### src/rtl/cdb_arbiter_pkg.sv
// Shared constants and helpers for the common data bus arbiter and its
// round-robin picker.
package cdb_arbiter_pkg;

  localparam int NUM_SRC = 3;
  localparam int DATA_W  = 32;
  localparam int TAG_W   = 4;
  localparam int SRC_W   = 2;

  // ROB tag 0 means "no dependency" and is never put on the bus.
  localparam logic [TAG_W-1:0] NULL_TAG = '0;

  // Producer indices on the request ports.
  typedef enum logic [SRC_W-1:0] {
    SRC_ALU = 2'd0,
    SRC_LSB = 2'd1,
    SRC_BR  = 2'd2
  } src_id_e;

  // Index of the source after idx, wrapping at NUM_SRC.
  function automatic logic [SRC_W-1:0] next_src(input logic [SRC_W-1:0] idx);
    if (int'(idx) >= NUM_SRC - 1) begin
      return '0;
    end
    return idx + 1'b1;
  endfunction

endpackage

### src/rtl/cdb_arbiter_rr_pick.sv
// Purely combinational round-robin picker: starting at ptr, the first
// requesting slot (wrapping modulo N) wins. Also used by the RS issue logic.
module cdb_rr_pick #(
  parameter int N     = 3,
  parameter int IDX_W = 2
) (
  input  logic [N-1:0]     full,
  input  logic [IDX_W-1:0] ptr,
  output logic [N-1:0]     grant,
  output logic [IDX_W-1:0] winner,
  output logic             any_grant
);

  logic [IDX_W-1:0] idx;

  // Walk the slots in priority order from ptr and keep the first full one.
  always_comb begin
    grant     = '0;
    winner    = '0;
    any_grant = 1'b0;
    idx       = '0;
    for (int k = 0; k < N; k++) begin
      idx = IDX_W'((int'(ptr) + k) % N);
      if (!any_grant && full[idx]) begin
        any_grant   = 1'b1;
        grant[idx]  = 1'b1;
        winner      = idx;
      end
    end
  end

endmodule

### src/rtl/cdb_arbiter.sv
// Common data bus arbiter: each producing unit (ALU, LSB, branch) parks one
// {tag, data} result in a one-entry buffer; a round-robin picker chooses one
// buffer per cycle and its contents are broadcast on registered CDB outputs.
module cdb_arbiter
  import cdb_arbiter_pkg::*;
(
  input  logic                      clk,
  input  logic                      rst,
  input  logic                      flush,
  input  logic [NUM_SRC-1:0]        req_valid,
  input  logic [NUM_SRC*TAG_W-1:0]  req_tag,
  input  logic [NUM_SRC*DATA_W-1:0] req_data,
  output logic [NUM_SRC-1:0]        req_ready,
  output logic                      cdb_valid,
  output logic [TAG_W-1:0]          cdb_tag,
  output logic [DATA_W-1:0]         cdb_data,
  output logic [SRC_W-1:0]          cdb_src
);

  logic [NUM_SRC-1:0]             full_q, full_d;
  logic [NUM_SRC-1:0][TAG_W-1:0]  tag_q, tag_d;
  logic [NUM_SRC-1:0][DATA_W-1:0] data_q, data_d;
  logic [SRC_W-1:0]               ptr_q, ptr_d;
  logic                           cdb_valid_q, cdb_valid_d;
  logic [TAG_W-1:0]               cdb_tag_q, cdb_tag_d;
  logic [DATA_W-1:0]              cdb_data_q, cdb_data_d;
  logic [SRC_W-1:0]               cdb_src_q, cdb_src_d;

  logic [NUM_SRC-1:0] grant;
  logic [SRC_W-1:0]   winner;
  logic               any_grant;

  cdb_rr_pick #(
    .N     (NUM_SRC),
    .IDX_W (SRC_W)
  ) u_pick (
    .full      (full_q),
    .ptr       (ptr_q),
    .grant     (grant),
    .winner    (winner),
    .any_grant (any_grant)
  );

  // A buffer can take a new result when empty or when it drains this cycle;
  // nothing is taken while reset or flush is active.
  assign req_ready = {NUM_SRC{~rst & ~flush}} & (~full_q | grant);

  // Next-state: broadcast the winner, drain it, advance the pointer, then
  // capture accepted results (a refill beats the drain of the same slot).
  always_comb begin
    full_d      = full_q;
    tag_d       = tag_q;
    data_d      = data_q;
    ptr_d       = ptr_q;
    cdb_valid_d = 1'b0;
    cdb_tag_d   = cdb_tag_q;
    cdb_data_d  = cdb_data_q;
    cdb_src_d   = cdb_src_q;
    if (flush) begin
      full_d = '0;
      ptr_d  = '0;
    end else begin
      if (any_grant) begin
        cdb_valid_d    = 1'b1;
        cdb_tag_d      = tag_q[winner];
        cdb_data_d     = data_q[winner];
        cdb_src_d      = winner;
        full_d[winner] = 1'b0;
        ptr_d          = next_src(winner);
      end
      for (int i = 0; i < NUM_SRC; i++) begin
        if (req_valid[i] && req_ready[i] &&
            (req_tag[i*TAG_W +: TAG_W] != NULL_TAG)) begin
          full_d[i] = 1'b1;
          tag_d[i]  = req_tag[i*TAG_W +: TAG_W];
          data_d[i] = req_data[i*DATA_W +: DATA_W];
        end
      end
    end
  end

  // State registers; reset empties every buffer and clears the bus at once.
  always_ff @(posedge clk or posedge rst) begin
    if (rst) begin
      full_q      <= '0;
      tag_q       <= '0;
      data_q      <= '0;
      ptr_q       <= '0;
      cdb_valid_q <= 1'b0;
      cdb_tag_q   <= '0;
      cdb_data_q  <= '0;
      cdb_src_q   <= '0;
    end else begin
      full_q      <= full_d;
      tag_q       <= tag_d;
      data_q      <= data_d;
      ptr_q       <= ptr_d;
      cdb_valid_q <= cdb_valid_d;
      cdb_tag_q   <= cdb_tag_d;
      cdb_data_q  <= cdb_data_d;
      cdb_src_q   <= cdb_src_d;
    end
  end

  assign cdb_valid = cdb_valid_q;
  assign cdb_tag   = cdb_tag_q;
  assign cdb_data  = cdb_data_q;
  assign cdb_src   = cdb_src_q;

endmodule

### config.mk
export PLATFORM = sky130hd
export DESIGN_NAME = cdb_arbiter
export DESIGN_NICKNAME = d
export VERILOG_FILES = /design/src/rtl/cdb_arbiter_pkg.sv /design/src/rtl/cdb_arbiter_rr_pick.sv /design/src/rtl/cdb_arbiter.sv
export SDC_FILE = /design/constraint.sdc
export NUM_CORES = 1
export LEC_CHECK = 0
export BUFFER_PORTS_ARGS = -buffer_cell sky130_fd_sc_hd__buf_2
export CORE_UTILIZATION = 49
export DETAILED_ROUTE_END_ITERATION = 10
export GPL_ROUTABILITY_DRIVEN = 0
export PLACE_DENSITY = 0.75
export SYNTH_ARGS = -nofsm -noshare
export SYNTH_HDL_FRONTEND = slang
export SYNTH_SLANG_ARGS = --single-unit
### constraint.sdc
create_clock -name clk -period 5.4 [get_ports clk]
set_clock_uncertainty 0.05 [all_clocks]
set_input_delay 1.08 -clock clk [delete_from_list [all_inputs] [get_ports clk]]
set_output_delay 1.08 -clock clk [all_outputs]
set_load 0.1 [all_outputs]
**Word-level counts from Yosys, hierarchy flattened**

Cells that the tools add are included.

- Register bits after elaboration: 152
- Output and inout port bits: 42
- Word-level logic and storage cells: 105

- Add/sub/neg operators: 3
- Divide/modulo/power cells: 3
- Order comparisons: 9
- Mux-type cells: 41
- Bitwise gates (word level): 10
- Reductions and logical operators: 25

Operators by type and width:

| cell | number |
|---|---|
| 32-bit binary-select mux with 2-bit select | 1 |
| 32-bit by 3-bit remainder unit with 32-bit output (second input constant) | 2 |
| 3-bit by 3-bit remainder unit with 32-bit output (second input constant) | 1 |
| 32-bit two-way mux | 1 |
| 1-bit two-way mux | 18 |
| 3-bit two-way mux | 5 |
| 2-bit two-way mux | 7 |
| 1-bit logical AND | 12 |
| 2-bit by 3-bit < comparator with 1-bit output (second input constant) | 4 |
| 4-bit nonzero test | 3 |
| 3-bit bitwise OR | 3 |
| 3-bit nonzero test | 3 |
| 4-bit binary-select mux with 2-bit select | 1 |
| 1-bit demux with 2-bit select | 4 |
| 2-bit by 1-bit greater-or-equal comparator with 1-bit output (second input constant) | 4 |
| 2-bit AND reduction | 4 |
| 3-bit AND | 2 |
| 1-bit binary-select mux with 2-bit select | 3 |
| 3-bit NOT | 2 |
| 4-bit two-way mux | 1 |
| 2-bit by 1-bit adder with 3-bit output (second input constant) | 1 |
| 2-bit by 2-bit adder with 3-bit output (second input constant) | 1 |
| 2-bit by 1-bit adder with 2-bit output (second input constant) | 1 |
| 2-bit greater-or-equal comparator (second input constant) | 1 |
| 4 further kinds | 6 |

**Longest topological paths before layout**

- Word-level depth: 19
- Gate-level depth with buffers: 12
- Mapped depth without buffers: 9

**Cells and area by module**

Synthesis repeated with hierarchy kept, for this count alone.

- Cell total of the unflattened synthesis: 512
- Area total of the unflattened synthesis: 6944.2 um^2

By module, submodules not included:

| module | instances | cells an instance | area an instance (um^2) |
|---|---|---|---|
| cdb_arbiter | 1 | 459 | 6596.3 |
| cdb_rr_pick | 1 | 53 | 347.8 |

**Worst setup path after synthesis**

Ideal clock, no wire load.

- Kind: in2out
- From: in flush
- To: out req_ready[2]
- Arrival time: 4.190 ns
- Required time: 4.270 ns
- Setup slack: 0.080 ns
- Stages on the path: 2
- Cells stage by stage: buf_2 > nor4_1

- Longest elaborated chain between the ends: 3

Ends and longest elaborated chain:

| element | line | source |
|---|---|---|
| start: declaration | cdb_arbiter.sv:9 | `input logic flush,` |
| 1-bit NOT (no source line) | -- |  |
| 1-bit AND | cdb_arbiter.sv:46 | `assign req_ready = {NUM_SRC{~rst & ~flush}} & (~full_q \| grant);` |
| 3-bit AND | cdb_arbiter.sv:46 |  |
| end: declaration | cdb_arbiter.sv:13 | `output logic [NUM_SRC-1:0] req_ready,` |

Every way passes these cells.

**Worst setup path in the final report**

- From: reg ptr_q[0]
- To: out req_ready[1]

- Longest elaborated chain between the ends: 12

Ends and longest elaborated chain:

| element | line | source |
|---|---|---|
| start: declaration | cdb_arbiter.sv:23 | `logic [SRC_W-1:0] ptr_q, ptr_d;` |
| start signal: assignment | cdb_arbiter.sv:97 | `ptr_q <= ptr_d;` |
| 2-bit by 1-bit adder with 3-bit output or 3-bit by 3-bit remainder unit with 32-bit output (tied branches) | cdb_arbiter_rr_pick.sv:23 | `idx = IDX_W'((int'(ptr) + k) % N);` |
| 32-bit by 3-bit remainder unit with 32-bit output (tied with other cells) | cdb_arbiter_rr_pick.sv:23 |  |
| 2-bit by 3-bit < comparator with 1-bit output (implied by the code) (tied with other cells) | cdb_arbiter_rr_pick.sv:26 | `grant[idx] = 1'b1;` |
| 1-bit logical AND (implied by the code) (tied with other cells) | cdb_arbiter_rr_pick.sv:26 |  |
| 1-bit two-way mux (implied by the code) (tied with other cells) | cdb_arbiter_rr_pick.sv:26 |  |
| 1-bit demux with 2-bit select (tied with other cells) | -- |  |
| 3-bit bitwise OR (no source line) or 1-bit two-way mux (tied branches) | -- |  |
| 3-bit two-way mux or 1-bit logical NOT (tied branches) | cdb_arbiter_rr_pick.sv:24 | `if (!any_grant && full[idx]) begin` |
| 3-bit bitwise OR (no source line) or 1-bit logical AND (tied branches) | -- |  |
| 3-bit two-way mux (*) | cdb_arbiter_rr_pick.sv:24 |  |
| 3-bit bitwise OR (*) | cdb_arbiter.sv:46 |  |
| 3-bit AND (*) | cdb_arbiter.sv:46 |  |

Mark *: on every way between the ends. The rest lies on a longest branch, timed or not. The select of a mux whose other input is x is not followed.

==> impl_metrics.csv <==
group,metric,value,unit
run_status,status,"finished clean",
drt,first_pass_iters,4,
critical_path,worstSetupPathType,"flop to primary output",
floorplan,dieArea,15300,um2
pwr,powerDensity,644,nW/um2
timing,slew_viol_final,0,
floorplan,initial_utilization,50.0,%
min_path,worstHoldStart,"cdb_data[21]",
placement,io_buffer_count,155,
cts,cts_inserted_buffers,17,
critical_path,worstSetupEndpointType,"primary output",
floorplan,dieWidth,124,um
timing,setup_viol,0,
synth,synth_seq_cells,152,
floorplan,top_level_ports,156,
global_route,first_global_vias,5061,
synth,async_flop_share,100,%
critical_path,critical_path.max_stage_delay,0.52,ns
drt,finalWirelength,16100,um
floorplan,core,14500,um2
cts,hold_buffers,0,
pwr,ir_drop,0.425,mV
cts,cts.path.max_buffers,2,
cts,clock_sinks,152,
global_route,grt_max_degree,120,
timing,tightest_slew,1.10,ns
critical_path,cp_slowest_cell,"ha_1",
cts,cts.clk_slew.worst_paths,0.06,ns
synth,yosysTopAreaCell,"dfrtp_1",
placement,place_area,7990,um2
layout,area_delta_synth_final,18.6,%
cts,htreeDepth,4,
layout,antenna_cells,0,
critical_path,worstPathRequired,4.27,ns
drt,drc_errors,0,
timing,slew_headroom,26.7,%
floorplan,die_h,124,um
drt,vias,4838,
timing,rsz0062_at_grt,"false",
drt,vias_per_cell,5.59,
cts,clockRootBuffer,"clkbuf_16",
job,timing.max_cap.violations,0,
synth,synth_flop_cell,"dfrtp_1",
synth,synth_area_leaders,"dfrtp_1 (52%), mux2_4 (11%), mux2i_1 (5.9%)",
drt,ant_nets,0,
pwr,leakagePower,4.23,nW
drt,post_drt_wl_per_cell,18.6,um
cts,ctsResizeCount,0,
pwr,power,0.00553,W
critical_path,cp.arrival,2.99,ns
floorplan,rows,44,
synth,syn_avg_cell_area,13.8,um2
synth,syn_inst,525,
critical_path,cp_max_fo,16,
timing,finalCritPeriodShare,76.3,%
layout,fin_nets,786,
min_path,hold_depth,2,
synth,syn_nets,643,
cts,cts_tree,"yes",
synth,synth-edff-count,0,
synth,syn-cell-area,7250,um2
placement,hpwl,10800,um
critical_path,path_cells,"inv_1 > ha_1 > mux2i_1 > o41ai_2 > a21boi_1 > o221ai_2 > and2_1 > buf_2",
layout,final_area,8590,um2
layout,layout-drive-gt1-share,42.3,%
critical_path,r2r_end,"cdb_tag[2]",
min_path,hold-path-endpoint,"cdb_data[21]",
synth,ys_warn_count,0,
timing,hold_viol,0,
min_path,min_path_type,"flop to flop",
critical_path,r2r_start,"ptr_q[1]",
global_route,antenna_found_initial,0,
drt,drtIter0Drc,234,
synth,synth.distinct_cells,57,
global_route,grt_pass1_wl,25600,um
timing,setup_tns,0,ns
synth,synth_common_cells,"dfrtp_1 (152), mux2_4 (54), mux2i_1 (43)",
timing,min_period,4.12,ns
critical_path,start_kind,"flop",
global_route,grt_remaining_overflow,0,
cts,cts_setup_buffers,0,
critical_path,r2r_slack,1.72,ns
synth,yosys.area.top_type_share,52.5,%
global_route,grt_util_all_layers,22.2,%
timing,fmax,243,MHz
critical_path,reg2reg_depth,10,
synth,ys_seq_area_share,52.5,%
cts,clock_latency,0.42,ns
synth,yosysMostFrequentCell,"dfrtp_1",
[state kept, by name, summed over array words and instances, names as in the netlist]
register / flops
cdb_data: 32
cdb_src: 2
cdb_tag: 4
cdb_valid: 1
data_q: 96
full_q: 3
ptr_q: 2
tag_q: 12
[worst max-delay path, delay by kind of cell, from the launching register on]
kind	cells	cell delay (ns)
adder cells (fa/ha/maj)	1	0.52
buffers and inverters	2	0.56
flip-flops	1	0.42
AND/OR/NAND/NOR	1	0.25
AO/OA/AOI/OAI	3	0.64
multiplexers	1	0.17
[per-layer routing]
| metal | vias up | share of wire [%] | global-route usage [%] |
|---|---|---|---|
| li1 | 2200 | - | - |
| met1 | 2450 | 41 | 26.7 |
| met2 | 164 | 50 | 37.0 |
| met3 | 24 | 6.2 | 6.09 |
| met4 | 0 | 2.2 | 10.2 |
| met5 | - | 0 | 0 |
[layout by cell type, fill, tap and decap left out, types with 3 or more instances in the layout]
| master | instances |
|---|---|
| clkinv_2 | 3 |
| inv_1 | 8 |
| nand2b_1 | 3 |
| nor2b_1 | 3 |
| and2_1 | 22 |
| ha_1 | 4 |
| o31ai_1 | 9 |
| clkinvlp_4 | 3 |
| a21oi_1 | 21 |
| mux2i_1 | 43 |
| a32o_1 | 5 |
| nor2_1 | 3 |
| mux2_2 | 17 |
| buf_4 | 5 |
| dfrtp_1 | 152 |
| a22oi_1 | 19 |
| mux2_4 | 54 |
| bufinv_16 | 3 |
| o21ai_0 | 15 |
| clkbuf_16 | 17 |
| buf_2 | 155 |
| o31ai_2 | 9 |
| nand2_1 | 24 |
| o21ai_1 | 10 |
| a22o_1 | 4 |
| mux2_1 | 30 |
[logic make-up (layout without fill, tap and decap cells)]
| logic type | Yosys count | count (layout) | share of synthesized area [%] |
|---|---|---|---|
| AO/OA/AOI/OAI | 109 | 109 | 11.6 |
| AND/OR/NAND/NOR | 71 | 71 | 5.91 |
| adder cells (fa/ha/maj) | 4 | 4 | 0.691 |
| flip-flops | 152 | 152 | 52.5 |
| multiplexers | 144 | 144 | 24.4 |
| buffers and inverters | 45 | 201 | 4.89 |
[how the worst max path moves through the flow]
stage | cells past startpoint | from | end
2_1_floorplan | 2 | flush | req_ready[2]
3_3_place_gp | 4 | flush | req_ready[1]
3_5_place_dp | 10 | ptr_q[1] | cdb_tag[2]
4_1_cts | 8 | ptr_q[0] | req_ready[1]
5_1_grt | 8 | ptr_q[0] | req_ready[1]
6_report | 8 | ptr_q[0] | req_ready[1]
[area by class of cell]
type                            count  area, um2
Timing Repair Buffer              160        813
Tap cell                          184        230
Sequential cell                   152       3800
Inverter                            9       38.8
Clock buffer                       21        460
Fill cell                        1185       5880
Clock inverter                     11        145
Multi-Input combinational cell    328       3100
[report_power, final]
part | switching, W | leakage (nW) | total (W) | internal (W)
registers | 0.000267 | 1.84 | 0.00185 | 0.00159
clock network | 0.000456 | 0.289 | 0.00121 | 0.000750
logic | 0.00170 | 2.11 | 0.00247 | 0.000771
[per-stage QoR]
stage,hold WS [ns],cells,setup WS [ns],utilization [%]
2_1_floorplan,0.414,525,0.0796,-
3_3_place_gp,0.406,833,1.92,55.2
3_5_place_dp,0.420,833,1.75,55.2
4_1_cts,0.433,865,1.31,59.4
5_1_grt,0.444,865,1.09,59.4
6_report,0.427,865,1.28,59.4
(Power assumes the default switching activity.)
